`config.mk`:
```
export PLATFORM = sky130hd
export DESIGN_NAME = ahb_lite_decoder_mux_flat
export DESIGN_NICKNAME = d
export VERILOG_FILES = /design/src/rtl/ahb_lite_decoder_mux_if.sv /design/src/rtl/ahb_lite_decoder_mux.sv /design/src/flat_wrapper.sv
export SDC_FILE = /design/constraint.sdc
export NUM_CORES = 1
export LEC_CHECK = 0
export CAP_MARGIN = 0
export CORE_ASPECT_RATIO = 1.5
export CORE_MARGIN = 2
export CORE_UTILIZATION = 26
export CTS_BUF_LIST = sky130_fd_sc_hd__clkbuf_8
export CTS_CLUSTER_DIAMETER = 100
export DETAILED_ROUTE_END_ITERATION = 6
export PLACE_DENSITY = 0.78
export SKIP_CTS_REPAIR_TIMING = 1
export SYNTH_ARGS = -nofsm -noshare
export SYNTH_HDL_FRONTEND = slang
export SYNTH_SLANG_ARGS = --single-unit
```
`constraint.sdc`:
```
create_clock -name HCLK -period 1.7 [get_ports HCLK]
set_input_delay 0.51 -clock HCLK [delete_from_list [all_inputs] [get_ports HCLK]]
set_output_delay 0.51 -clock HCLK [all_outputs]
set_load 0.005 [all_outputs]
```
`src/rtl/ahb_lite_decoder_mux_if.sv`:
```
// Bus bundle between one AHB-Lite master, the decoder/mux and NUM_SLV slaves.
// The slave modport is the interconnect's view; master is the surrounding environment's view.
interface ahb_lite_decoder_mux_if #(
    parameter int unsigned NUM_SLV = 3
);
    logic [31:0]          M_HADDR;
    logic [1:0]           M_HTRANS;
    logic [31:0]          M_HRDATA;
    logic [1:0]           M_HRESP;
    logic                 M_HREADY;
    logic [NUM_SLV-1:0]   S_HSEL;
    logic                 S_HREADY;
    logic [32*NUM_SLV-1:0] S_HRDATA;
    logic [2*NUM_SLV-1:0] S_HRESP;
    logic [NUM_SLV-1:0]   S_HREADYout;
    logic                 TO_FLAG;
    logic [NUM_SLV-1:0]   DEAD_MASK;

    modport slave (
        input  M_HADDR, M_HTRANS, S_HRDATA, S_HRESP, S_HREADYout,
        output M_HRDATA, M_HRESP, M_HREADY, S_HSEL, S_HREADY, TO_FLAG, DEAD_MASK
    );

    modport master (
        output M_HADDR, M_HTRANS, S_HRDATA, S_HRESP, S_HREADYout,
        input  M_HRDATA, M_HRESP, M_HREADY, S_HSEL, S_HREADY, TO_FLAG, DEAD_MASK
    );
endinterface

```
`src/rtl/ahb_lite_decoder_mux.sv`:
```
// AHB-Lite 1:N interconnect: address decoder, data-phase response mux, built-in default slave
// and a per-data-phase HREADY watchdog that fails and permanently masks a hung slave.
module ahb_lite_decoder_mux #(
    parameter int unsigned               NUM_SLV   = 3,
    parameter logic [32*NUM_SLV-1:0]     ADDR_BASE = {32'h7A00_0000, 32'h7900_0000, 32'h7800_0000},
    parameter logic [32*NUM_SLV-1:0]     ADDR_MASK = {3{32'hFF00_0000}},
    parameter int unsigned               TIMEOUT   = 16
) (
    input logic                    HCLK,
    input logic                    HRESET,
    ahb_lite_decoder_mux_if.slave  bus
);

    localparam int unsigned SelW = (NUM_SLV > 1) ? $clog2(NUM_SLV) : 1;
    localparam int unsigned CntW = $clog2(TIMEOUT + 2);

    typedef enum logic [1:0] {StIdle, StSlv, StErr1, StErr2} state_e;

    state_e              state_q;
    logic [SelW-1:0]     dp_sel_q;
    logic [CntW-1:0]     cnt_q;
    logic [NUM_SLV-1:0]  dead_q;
    logic                to_flag_q;

    logic [NUM_SLV-1:0]  match;
    logic [NUM_SLV-1:0]  hsel;
    logic                hit;
    logic [SelW-1:0]     win;

    logic                sel_ready;
    logic [1:0]          sel_resp;
    logic [31:0]         sel_data;
    logic                m_hready;
    logic [1:0]          m_hresp;
    logic [31:0]         m_hrdata;
    logic                timeout_hit;

    // Only HTRANS[1] distinguishes active transfers from IDLE/BUSY.
    logic unused_htrans0;
    assign unused_htrans0 = bus.M_HTRANS[0];

    // Descending scan so the lowest matching index is the one left in win.
    always_comb begin
        match = '0;
        hit   = 1'b0;
        win   = '0;
        hsel  = '0;
        for (int i = 0; i < int'(NUM_SLV); i++) begin
            match[i] = ((bus.M_HADDR & ADDR_MASK[32*i +: 32]) == ADDR_BASE[32*i +: 32])
                       && !dead_q[i];
        end
        for (int i = int'(NUM_SLV) - 1; i >= 0; i--) begin
            if (match[i]) begin
                hit = 1'b1;
                win = SelW'(i);
            end
        end
        if (hit && !HRESET) begin
            hsel[win] = 1'b1;
        end
    end

    always_comb begin
        sel_ready = bus.S_HREADYout[dp_sel_q];
        sel_resp  = bus.S_HRESP[2*dp_sel_q +: 2];
        sel_data  = bus.S_HRDATA[32*dp_sel_q +: 32];
        m_hready  = 1'b1;
        m_hresp   = 2'b00;
        m_hrdata  = '0;
        case (state_q)
            StSlv: begin
                m_hready = sel_ready;
                m_hresp  = sel_resp;
                m_hrdata = sel_data;
            end
            StErr1: begin
                m_hready = 1'b0;
                m_hresp  = 2'b01;
            end
            StErr2: begin
                m_hready = 1'b1;
                m_hresp  = 2'b01;
            end
            default: ;
        endcase
    end

    // Fires on the last permitted wait cycle, so the slave gets exactly TIMEOUT waits.
    assign timeout_hit = (TIMEOUT != 0) && (state_q == StSlv) && !sel_ready
                         && (int'(cnt_q) == int'(TIMEOUT) - 1);

    always_ff @(posedge HCLK) begin
        if (HRESET) begin
            state_q   <= StIdle;
            dp_sel_q  <= '0;
            cnt_q     <= '0;
            dead_q    <= '0;
            to_flag_q <= 1'b0;
        end else if (m_hready) begin
            cnt_q <= '0;
            if (!bus.M_HTRANS[1]) begin
                state_q <= StIdle;
            end else if (hit) begin
                state_q  <= StSlv;
                dp_sel_q <= win;
            end else begin
                state_q <= StErr1;
            end
        end else begin
            case (state_q)
                StSlv: begin
                    if (timeout_hit) begin
                        state_q          <= StErr1;
                        dead_q[dp_sel_q] <= 1'b1;
                        to_flag_q        <= 1'b1;
                    end else if (cnt_q != {CntW{1'b1}}) begin
                        cnt_q <= cnt_q + CntW'(1);
                    end
                end
                StErr1:  state_q <= StErr2;
                default: ;
            endcase
        end
    end

    assign bus.M_HREADY  = m_hready;
    assign bus.M_HRESP   = m_hresp;
    assign bus.M_HRDATA  = m_hrdata;
    assign bus.S_HREADY  = m_hready;
    assign bus.S_HSEL    = hsel;
    assign bus.TO_FLAG   = to_flag_q;
    assign bus.DEAD_MASK = dead_q;

endmodule
```
`src/flat_wrapper.sv`:
```
// flat-port wrapper written by rule: the top's interface ports become plain ports
module ahb_lite_decoder_mux_flat 
#(
    parameter int unsigned               NUM_SLV   = 3,
    parameter logic [32*NUM_SLV-1:0]     ADDR_BASE = {32'h7A00_0000, 32'h7900_0000, 32'h7800_0000},
    parameter logic [32*NUM_SLV-1:0]     ADDR_MASK = {3{32'hFF00_0000}},
    parameter int unsigned               TIMEOUT   = 16
)
  (HCLK, HRESET, bus_M_HADDR, bus_M_HTRANS, bus_S_HRDATA, bus_S_HRESP, bus_S_HREADYout, bus_M_HRDATA, bus_M_HRESP, bus_M_HREADY, bus_S_HSEL, bus_S_HREADY, bus_TO_FLAG, bus_DEAD_MASK);
  ahb_lite_decoder_mux_if #(.NUM_SLV(NUM_SLV)) bus_i ();
  input logic HCLK;
  input logic HRESET;
  input wire logic [$bits(bus_i.M_HADDR)-1:0] bus_M_HADDR;
  input wire logic [$bits(bus_i.M_HTRANS)-1:0] bus_M_HTRANS;
  input wire logic [$bits(bus_i.S_HRDATA)-1:0] bus_S_HRDATA;
  input wire logic [$bits(bus_i.S_HRESP)-1:0] bus_S_HRESP;
  input wire logic [$bits(bus_i.S_HREADYout)-1:0] bus_S_HREADYout;
  output wire logic [$bits(bus_i.M_HRDATA)-1:0] bus_M_HRDATA;
  output wire logic [$bits(bus_i.M_HRESP)-1:0] bus_M_HRESP;
  output wire logic [$bits(bus_i.M_HREADY)-1:0] bus_M_HREADY;
  output wire logic [$bits(bus_i.S_HSEL)-1:0] bus_S_HSEL;
  output wire logic [$bits(bus_i.S_HREADY)-1:0] bus_S_HREADY;
  output wire logic [$bits(bus_i.TO_FLAG)-1:0] bus_TO_FLAG;
  output wire logic [$bits(bus_i.DEAD_MASK)-1:0] bus_DEAD_MASK;
  assign bus_i.M_HADDR = bus_M_HADDR;
  assign bus_i.M_HTRANS = bus_M_HTRANS;
  assign bus_i.S_HRDATA = bus_S_HRDATA;
  assign bus_i.S_HRESP = bus_S_HRESP;
  assign bus_i.S_HREADYout = bus_S_HREADYout;
  assign bus_M_HRDATA = bus_i.M_HRDATA;
  assign bus_M_HRESP = bus_i.M_HRESP;
  assign bus_M_HREADY = bus_i.M_HREADY;
  assign bus_S_HSEL = bus_i.S_HSEL;
  assign bus_S_HREADY = bus_i.S_HREADY;
  assign bus_TO_FLAG = bus_i.TO_FLAG;
  assign bus_DEAD_MASK = bus_i.DEAD_MASK;
  ahb_lite_decoder_mux #(.NUM_SLV(NUM_SLV), .ADDR_BASE(ADDR_BASE), .ADDR_MASK(ADDR_MASK), .TIMEOUT(TIMEOUT)) u_core (.HCLK(HCLK), .HRESET(HRESET), .bus(bus_i));
endmodule
```
Word-level counts from Yosys, hierarchy flattened
Cells that the tools add are included.
- bits in registers: 13
- output and inout port bits: 43
- add/sub/neg operators: 1
- order comparisons: 4
- equal/unequal tests: 9
- shift-type cells: 2
- muxes and demuxes: 21
- bitwise gates (word level): 3
- reduce and logical (&&, ||, !) cells: 20
- operator list (cell ; number):
    $shiftx 96x8->32 ; 1
    $mux 32 ; 1
    $eq 8x7->1 const B ; 3
    $mux 2 ; 7
    $reduce_and 3->1 ; 3
    $logic_and 1x1->1 ; 8
    $pmux 2 s2 ; 2
    $lt 2x3->1 const B ; 2
    $mux 1 ; 6
    $shiftx 6x4->2 ; 1
    $add 5x1->5 const B ; 1
    $eq 5x5->1 const B ; 1
    $logic_not 1->1 ; 5
    $ne 5x5->1 const B ; 1
    $demux 1 s2 ; 2
    $eq 2x2->1 const B ; 2
    $ge 2x1->1 const B ; 2
    $reduce_or 2->1 ; 2
    $mux 3 ; 1
    $ne 3x2->1 const B ; 1
    $or 3x3->3 ; 1
    $reduce_bool 3->1 ; 1
    $bmux 1 s2 ; 1
    $eq 2x1->1 const B ; 1
    3 further kinds ; 4

Depth between registers and ports, before layout
Gate-level depths: netlist of the first run.
- depth after elaboration: 10
- depth in mapped cells: 9

Least setup slack after synthesis of the first run
OpenSTA, ideal clock, no wires.
- path type: register to output
- from: register u_core.dp_sel_q[0]
- to: output bus_M_HRDATA[10]
- data arrival time: 1.290 ns
- setup slack: -0.100 ns
- stages on the path, launching flop included: 7
- path through: dfxtp_1 > buf_2 > buf_2 > mux2i_1 > nor2_1 > a21oi_1 > nor2_1
- longest elaborated chain between the ends: 2
- RTL lines (what ; RTL line ; RTL):
    start, declared ; ahb_lite_decoder_mux.sv:20 ; logic [SelW-1:0] dp_sel_q;
    start signal, assigned ; ahb_lite_decoder_mux.sv:105 ; dp_sel_q <= win;
    $shiftx 96x8->32 ; ahb_lite_decoder_mux.sv:66 ; sel_data = bus.S_HRDATA[32*dp_sel_q +: 32];
    $mux 32 ; ahb_lite_decoder_mux.sv:70 ; case (state_q)
    end, declared ; flat_wrapper.sv:18 ; output wire logic [$bits(bus_i.M_HRDATA)-1:0] bus_M_HRDATA;
Every way passes these cells.

Worst setup path in the final report of the first run
- from: register u_core.dp_sel_q[0]
- to: output bus_M_HREADY
- longest elaborated chain between the ends: 3
- RTL lines (what ; RTL line ; RTL):
    $bmux 1 s2 ; ahb_lite_decoder_mux.sv:64 ; sel_ready = bus.S_HREADYout[dp_sel_q];
    $mux 1 (not written as such) ; ahb_lite_decoder_mux.sv:64 ;
    $pmux 1 s2 ; ahb_lite_decoder_mux.sv:70 ;
    end, declared ; flat_wrapper.sv:20 ; output wire logic [$bits(bus_i.M_HREADY)-1:0] bus_M_HREADY;
Every way passes these cells. The select of a mux whose other input is x is not followed.

==> impl_metrics.ini, run 1 <==
[final_layout]
nets = 601
nFillCells = 532
syn2layout_area_growth_pct = 149
multi_input_area_sq_um = 1460
drive_gt1_frac = 0.338
seqCellArea_sq_um = 265
insertedDiodeCount = 0

[sta]
period_needed_ns = 2.20
tightest_slew_ns = 0.433
setup_viol = 48
finalClockSkew_ns = 0.00426
drv_slew = 0
layout_setup_ws_ns = -0.496
hold_viol_final = 0
slew-limit-headroom = 0.710
fin_crit_sh = 1.29
fmax_mhz = 455
rsz0062_at_grt = yes

[synthesis]
yosysWarnings = 0
synth-async-reset-ratio = 0
synth_top_area_frac = 0.224
yosysTopAreaCell = mux2i_1
syn_inst = 242
avgSynthCellArea_sq_um = 6.65
ys_top_cells_by_count = 74 x nor2_1, 37 x a21oi_1, 36 x mux2i_1
ys_ff_latch = 13
yosysMostFrequentCell = nor2_1
seq_area_frac_synth = 0.162
synth_edf_count = 0
synth_flop_cell = dfxtp_1
ys_types = 37
synth_area_sq_um = 1610
synth_nets = 390
synth_area_leaders = mux2i_1 22%, nor2_1 17%, dfxtp_1 16%

[cts]
clk_latency_ns = 0.25
h-tree-depth = 1
root_buffer = clkbuf_8
clk_path_buf_depth = 2
cts.sinks = 13
numCtsBuffers = 3
clk_pin_slew_ns = 0.06
cts_tree = done

[critical_path]
start_kind = flip-flop
slowest_stage = dfxtp_4
r2r_cells = 9
critPathLaunch = u_core.dp_sel_q[0]
worst-endpoint-arrival_ns = 1.69
endpoint = bus_M_HREADY
cpMostUsedCell = buf_6
cp-end-kind = output pin
worstSetupPathType = reg -> out
slowest_delay_ns = 0.37
cp_data_required_time_ns = 1.19
rr_startpoint = u_core.dp_sel_q[0]
r2r_end = u_core.dp_sel_q[1]
r2r_setup_slack_ns = -0.39
cp_max_fo = 6
worstPathCellList = buf_6 > clkbuf_16 > buf_6 > mux2i_4 > o211ai_2 > nand2_2 > inv_2 > clkbuf_2

[worst_hold_path]
hold_path_class = reg -> reg

[place]
dpl_worst_slack_ns = -0.996
hpwlAfterDp_mm = 5.50
place_congestion = 0.851
portBuffers = 158

[global_routing]
grt_pass1_vias = 2391
antenna_found_initial = 0
gr-total-overflow = 0
grt_pass1_wl_mm = 10.5
grtUsageTotal = 0.195
grt_max_degree = 23

[power_and_ir_drop]
power.total_uw = 1640
peakVddDrop_mv = 0.237
p_leak_uw = 0.00180
power.density_nw_per_um2 = 410

[detailed_routing]
avgRoutedWirePerCell_um = 15.5
vias = 2560
ant_nets = 0
via_per_inst = 4.87
drc = 0
dr.pass1.iters = 4
drt_iter0_drc = 94
drt_wl_total_mm = 8.16

[flow_run]
cap_violations = 0

[die]
die-area_sq_um = 6850
die_h_um = 100
design.core.area_sq_um = 6090
start_util = 0.265
io_pins = 184
die_x_um = 68.3
rows = 35

[outcome]
violations = negative setup slack
status = finished with violations
-- cell usage in the layout, fill, tap and decap left out, types with 5 or more instances in the layout --
cell,instances
inv_1,5
buf_4,40
nor2_1,72
buf_12,9
mux2i_1,31
nor3_1,5
buf_6,12
dfxtp_1,11
a21oi_1,21
ha_1,7
a21oi_2,15
clkdlybuf4s50_1,108
clkbuf_2,20
dlymetal6s2s_1,11
buf_2,20
-- report_power, final --
part / total [uW] / internal (uW) / switching, uW
combinational: 1030 / 577 / 453
clock: 283 / 160 / 123
sequential: 329 / 319 / 9.90
total: 1640 / 1060 / 586
-- cell type report --
cell class                      instances  share of cell area
Sequential cell                        13              0.0662
Multi-Input combinational cell        205               0.363
Clock buffer                            3              0.0103
Tap cell                               74              0.0231
Clock inverter                          1            0.000937
Timing Repair Buffer                  224               0.530
Inverter                                6             0.00593
-- cell families (layout without fill, tap and decap cells) --
kind of cell / count (synthesis) / count (layout) / share of synthesized area
and+or+nand+nor: 104 / 104 / 0.276
DFF: 13 / 13 / 0.162
AOI/OAI and AO/OA: 54 / 54 / 0.200
muxes: 37 / 37 / 0.231
adders and majority gates: 7 / 7 / 0.0544
xor gates and xnor gates: 3 / 3 / 0.0163
buffers and inverters: 24 / 234 / 0.0614
-- through the flow --
step | util | area [sq um] | TNS (ns) | hold WS, ns | cells
floorplan | - | 1640 | -1.20 | 0.460 | 242
global placement | 0.577 | 3510 | -27.48 | 0.453 | 486
detailed placement | 0.577 | 3510 | -28.40 | 0.467 | 486
CTS | 0.584 | 3560 | -26.21 | 0.497 | 490
global route | 0.658 | 4010 | -19.73 | 0.561 | 526
finish | 0.658 | 4010 | -15.84 | 0.505 | 526
-- routing by layer --
metal | global-route usage | wire (um)
met5 | 0 | 0
met4 | 0.0477 | 129
met3 | 0.0348 | 588
met2 | 0.368 | 4540
met1 | 0.215 | 2910
-- critical path: cells and delay by family (launching register included) --
kind                   cells  cell delay (ns)
buffers and inverters      5             0.56
DFF                        1             0.37
AOI/OAI and AO/OA          1             0.23
muxes                      1             0.17
and+or+nand+nor            1             0.10
-- registers in the layout (all words and copies together), names as in the netlist --
register and cells:
u_core.dp_sel_q 2, u_core.cnt_q 5, u_core.state_q 2, u_core.bus.TO_FLAG 1, u_core.bus.DEAD_MASK 3
-- how the worst min path moves through the flow --
stage,startpoint,end,slack (ns),cells past startpoint
finish,u_core.bus.TO_FLAG,u_core.bus.TO_FLAG,0.51,2
global route,u_core.bus.TO_FLAG,u_core.bus.TO_FLAG,0.56,2
CTS,u_core.bus.TO_FLAG,u_core.bus.TO_FLAG,0.50,2
detailed placement,u_core.bus.TO_FLAG,u_core.bus.TO_FLAG,0.47,2
global placement,u_core.bus.TO_FLAG,u_core.bus.TO_FLAG,0.45,2
floorplan,u_core.bus.TO_FLAG,u_core.bus.TO_FLAG,0.46,2
No activity file was read; power rests on OpenSTA's default activity.
==> inputs of run 2 (changes only) <==
- ABC_AREA: not set -> 1
- CORE_UTILIZATION: 26 -> 27
- CTS_BUF_LIST: sky130_fd_sc_hd__clkbuf_8 -> not set
- PLACE_DENSITY: 0.78 -> 0.76
==> run 2 against run 1 <==
The flow still finishes with violations (negative setup slack). Total power grew 53%. Register-to-register slack gained 0.18 ns. Critical path depth grew 2. Final cell count grew 22%. Fmax grew 6.0%. Global-route usage grew 0.34 points. Clock power grew 1%. Sequential power grew 8.8%. Setup slack gained 0.12 ns. Utilization grew 2.8 points. First-iteration DRC count grew 11%. Via count grew 21%. Largest cell class unchanged. Highest routed layer unchanged.
==> impl_metrics.ini, run 2 <==
[sta]
hold_viol_final = 0
fmax_mhz = 483
drv_slew = 0
tightest_slew_ns = 0.210
fin_crit_sh = 1.22
period_needed_ns = 2.07
rsz0062_at_grt = yes
setup_viol = 49
slew-limit-headroom = 0.860
finalClockSkew_ns = 0.00102
tns_ns = -11.31
layout_setup_ws_ns = -0.372

[outcome]
violations = negative setup slack
status = finished with violations

[power_and_ir_drop]
power.total_uw = 2510
p_seq_frac = 0.143
peakVddDrop_mv = 0.554
p_sw_uw = 1050
p_leak_uw = 0.00250
pwr-share-comb = 0.743
intPower_uw = 1460
swShare = 0.417
power.density_nw_per_um2 = 564
clockPowerShare = 0.114

[detailed_routing]
drc = 0
drt_iter0_drc = 104
via_per_inst = 4.84
ant_nets = 0
dr.pass1.iters = 4
drt_wl_total_mm = 10.3
avgRoutedWirePerCell_um = 16.1
vias = 3096

[global_routing]
antenna_found_initial = 0
grtUsageTotal = 0.198
grt_pass1_wl_mm = 12.2
gr-total-overflow = 0
grt_pass1_vias = 2702
grt_max_degree = 30

[final_layout]
final_common_cell = nand2_1
multi_input_area_sq_um = 1600
syn2layout_area_growth_pct = 147
top_register = u_core.cnt_q
nets = 713
insertedDiodeCount = 0
largest_reg_flops = 5
nFillCells = 538
seqCellArea_sq_um = 273
final_cell_mix = 126 x nand2_1, 104 x clkdlybuf4s50_1, 47 x inv_1
fin_cells = 640
drive_gt1_frac = 0.379
post-route-cell-area_sq_um = 4450

[cts]
root_buffer = clkbuf_8
cts.sinks = 13
clk_path_buf_depth = 2
cts_tree = done
clk_latency_ns = 0.24
numCtsBuffers = 3
clk_pin_slew_ns = 0.06
h-tree-depth = 1

[place]
placed_cells = 604
hpwlAfterDp_mm = 6.20
portBuffers = 158
place_congestion = 0.823
dpl_worst_slack_ns = -0.793
post_dp_cell_area_sq_um = 3700

[critical_path]
cp-end-kind = output pin
cp_max_fo = 5
worst-endpoint-arrival_ns = 1.56
worstSetupPathType = reg -> out
start_kind = flip-flop
cp_data_required_time_ns = 1.19

[worst_hold_path]
hold_path_class = reg -> reg

[synthesis]
synth_nets = 501
yosysMostFrequentCell = nand2_1
ys_ff_latch = 13
ys_top_cells_by_count = 167 x nand2_1, 55 x inv_1, 39 x nand3_1
avgSynthCellArea_sq_um = 5.11
synth_area_leaders = nand2_1 35%, dfxtp_1 14%, inv_1 11%
synth_top_area_frac = 0.348
seq_area_frac_synth = 0.144
synth_flop_cell = dfxtp_1
yosysTopAreaCell = nand2_1
ys_types = 27
syn_inst = 353
yosysWarnings = 0
synth_edf_count = 0
synth_area_sq_um = 1800
synth-async-reset-ratio = 0

[die]
die-area_sq_um = 7360
start_util = 0.278
rows = 36
design.core.area_sq_um = 6490
die_h_um = 104
io_pins = 184
die_x_um = 70.7

[flow_run]
cap_violations = 0
==> run 2: changes by cell type in the layout (fill, tap and decap cells not counted), moves of 8 or more <==
cell / previous run / this run
nand2_1: 4 / 126
nor2_1: 72 / 10
inv_1: 5 / 47
mux2i_1: 31 / 0
nand2_2: 1 / 28
a21oi_1: 21 / 2
nand3_1: 0 / 19
nand2_4: 1 / 19
nand3_2: 3 / 21
buf_2: 20 / 9
inv_2: 1 / 9
==> run 2: layout make-up <==
cell class / count / area share
clock buffers: 4 / 0.0101
inverters: 61 / 0.0577
well taps: 76 / 0.0214
repair buffers: 221 / 0.491
flip-flops and latches: 13 / 0.0613
multi-input cells: 265 / 0.359
==> run 2: routing by layer <==
metal	wire [um]	up-vias	GRT usage
met5	0	-	0
met4	397	0	0.0580
met3	594	31	0.0310
met2	5780	156	0.395
met1	3530	1423	0.203
li1	-	1486	-
==> run 2: worst max-delay path, stage by stage (launching register included) <==
cell and delay [ns]:
dfxtp_4 0.41, nor2_4 0.05, buf_12 0.12, buf_6 0.11, buf_6 0.11, clkbuf_16 0.15
nand2_2 0.07, nand3_2 0.08, nand2_1 0.07, inv_1 0.03, buf_2 0.11
==> run 2: logic make-up (layout without fill, tap and decap cells) <==
family | after synthesis | count (layout) | synth area share
simple gates | 241 | 242 | 0.578
buf+inv | 76 | 286 | 0.166
compound gates | 14 | 14 | 0.0534
flops | 13 | 13 | 0.144
fa+ha+maj | 7 | 7 | 0.0486
xor+xnor | 2 | 2 | 0.00972
==> run 2: power by group through the flow <==
stage                     Combinational (uW)  Sequential [uW]  Clock (uW)
after floorplan                          716              357           0
after global placement                  1710              355           0
after detailed placement                1750              357           0
after CTS                               1760              351         282
after global routing                    2000              361         299
final                                   1870              358         287
==> run 2: final timing paths <==
| check | startpoint | endpoint | slack, ns | cells after the start |
|---|---|---|---|---|
| worst min register to register | u_core.bus.TO_FLAG | u_core.bus.TO_FLAG | 0.48 | 1 |
| worst max register to register | u_core.dp_sel_q[1] | u_core.bus.DEAD_MASK[1] | -0.21 | 13 |
| worst max-delay path | u_core.dp_sel_q[1] | bus_M_HRDATA[23] | -0.37 | 10 |
| worst min-delay path | u_core.bus.TO_FLAG | u_core.bus.TO_FLAG | 0.48 | 1 |
==> run 2: stage by stage <==
step / util / hold slack [ns]
after CTS: 0.578 / 0.483
after global placement: 0.571 / 0.453
final: 0.686 / 0.483
after floorplan: - / 0.460
after detailed placement: 0.571 / 0.465
after global routing: 0.686 / 0.504
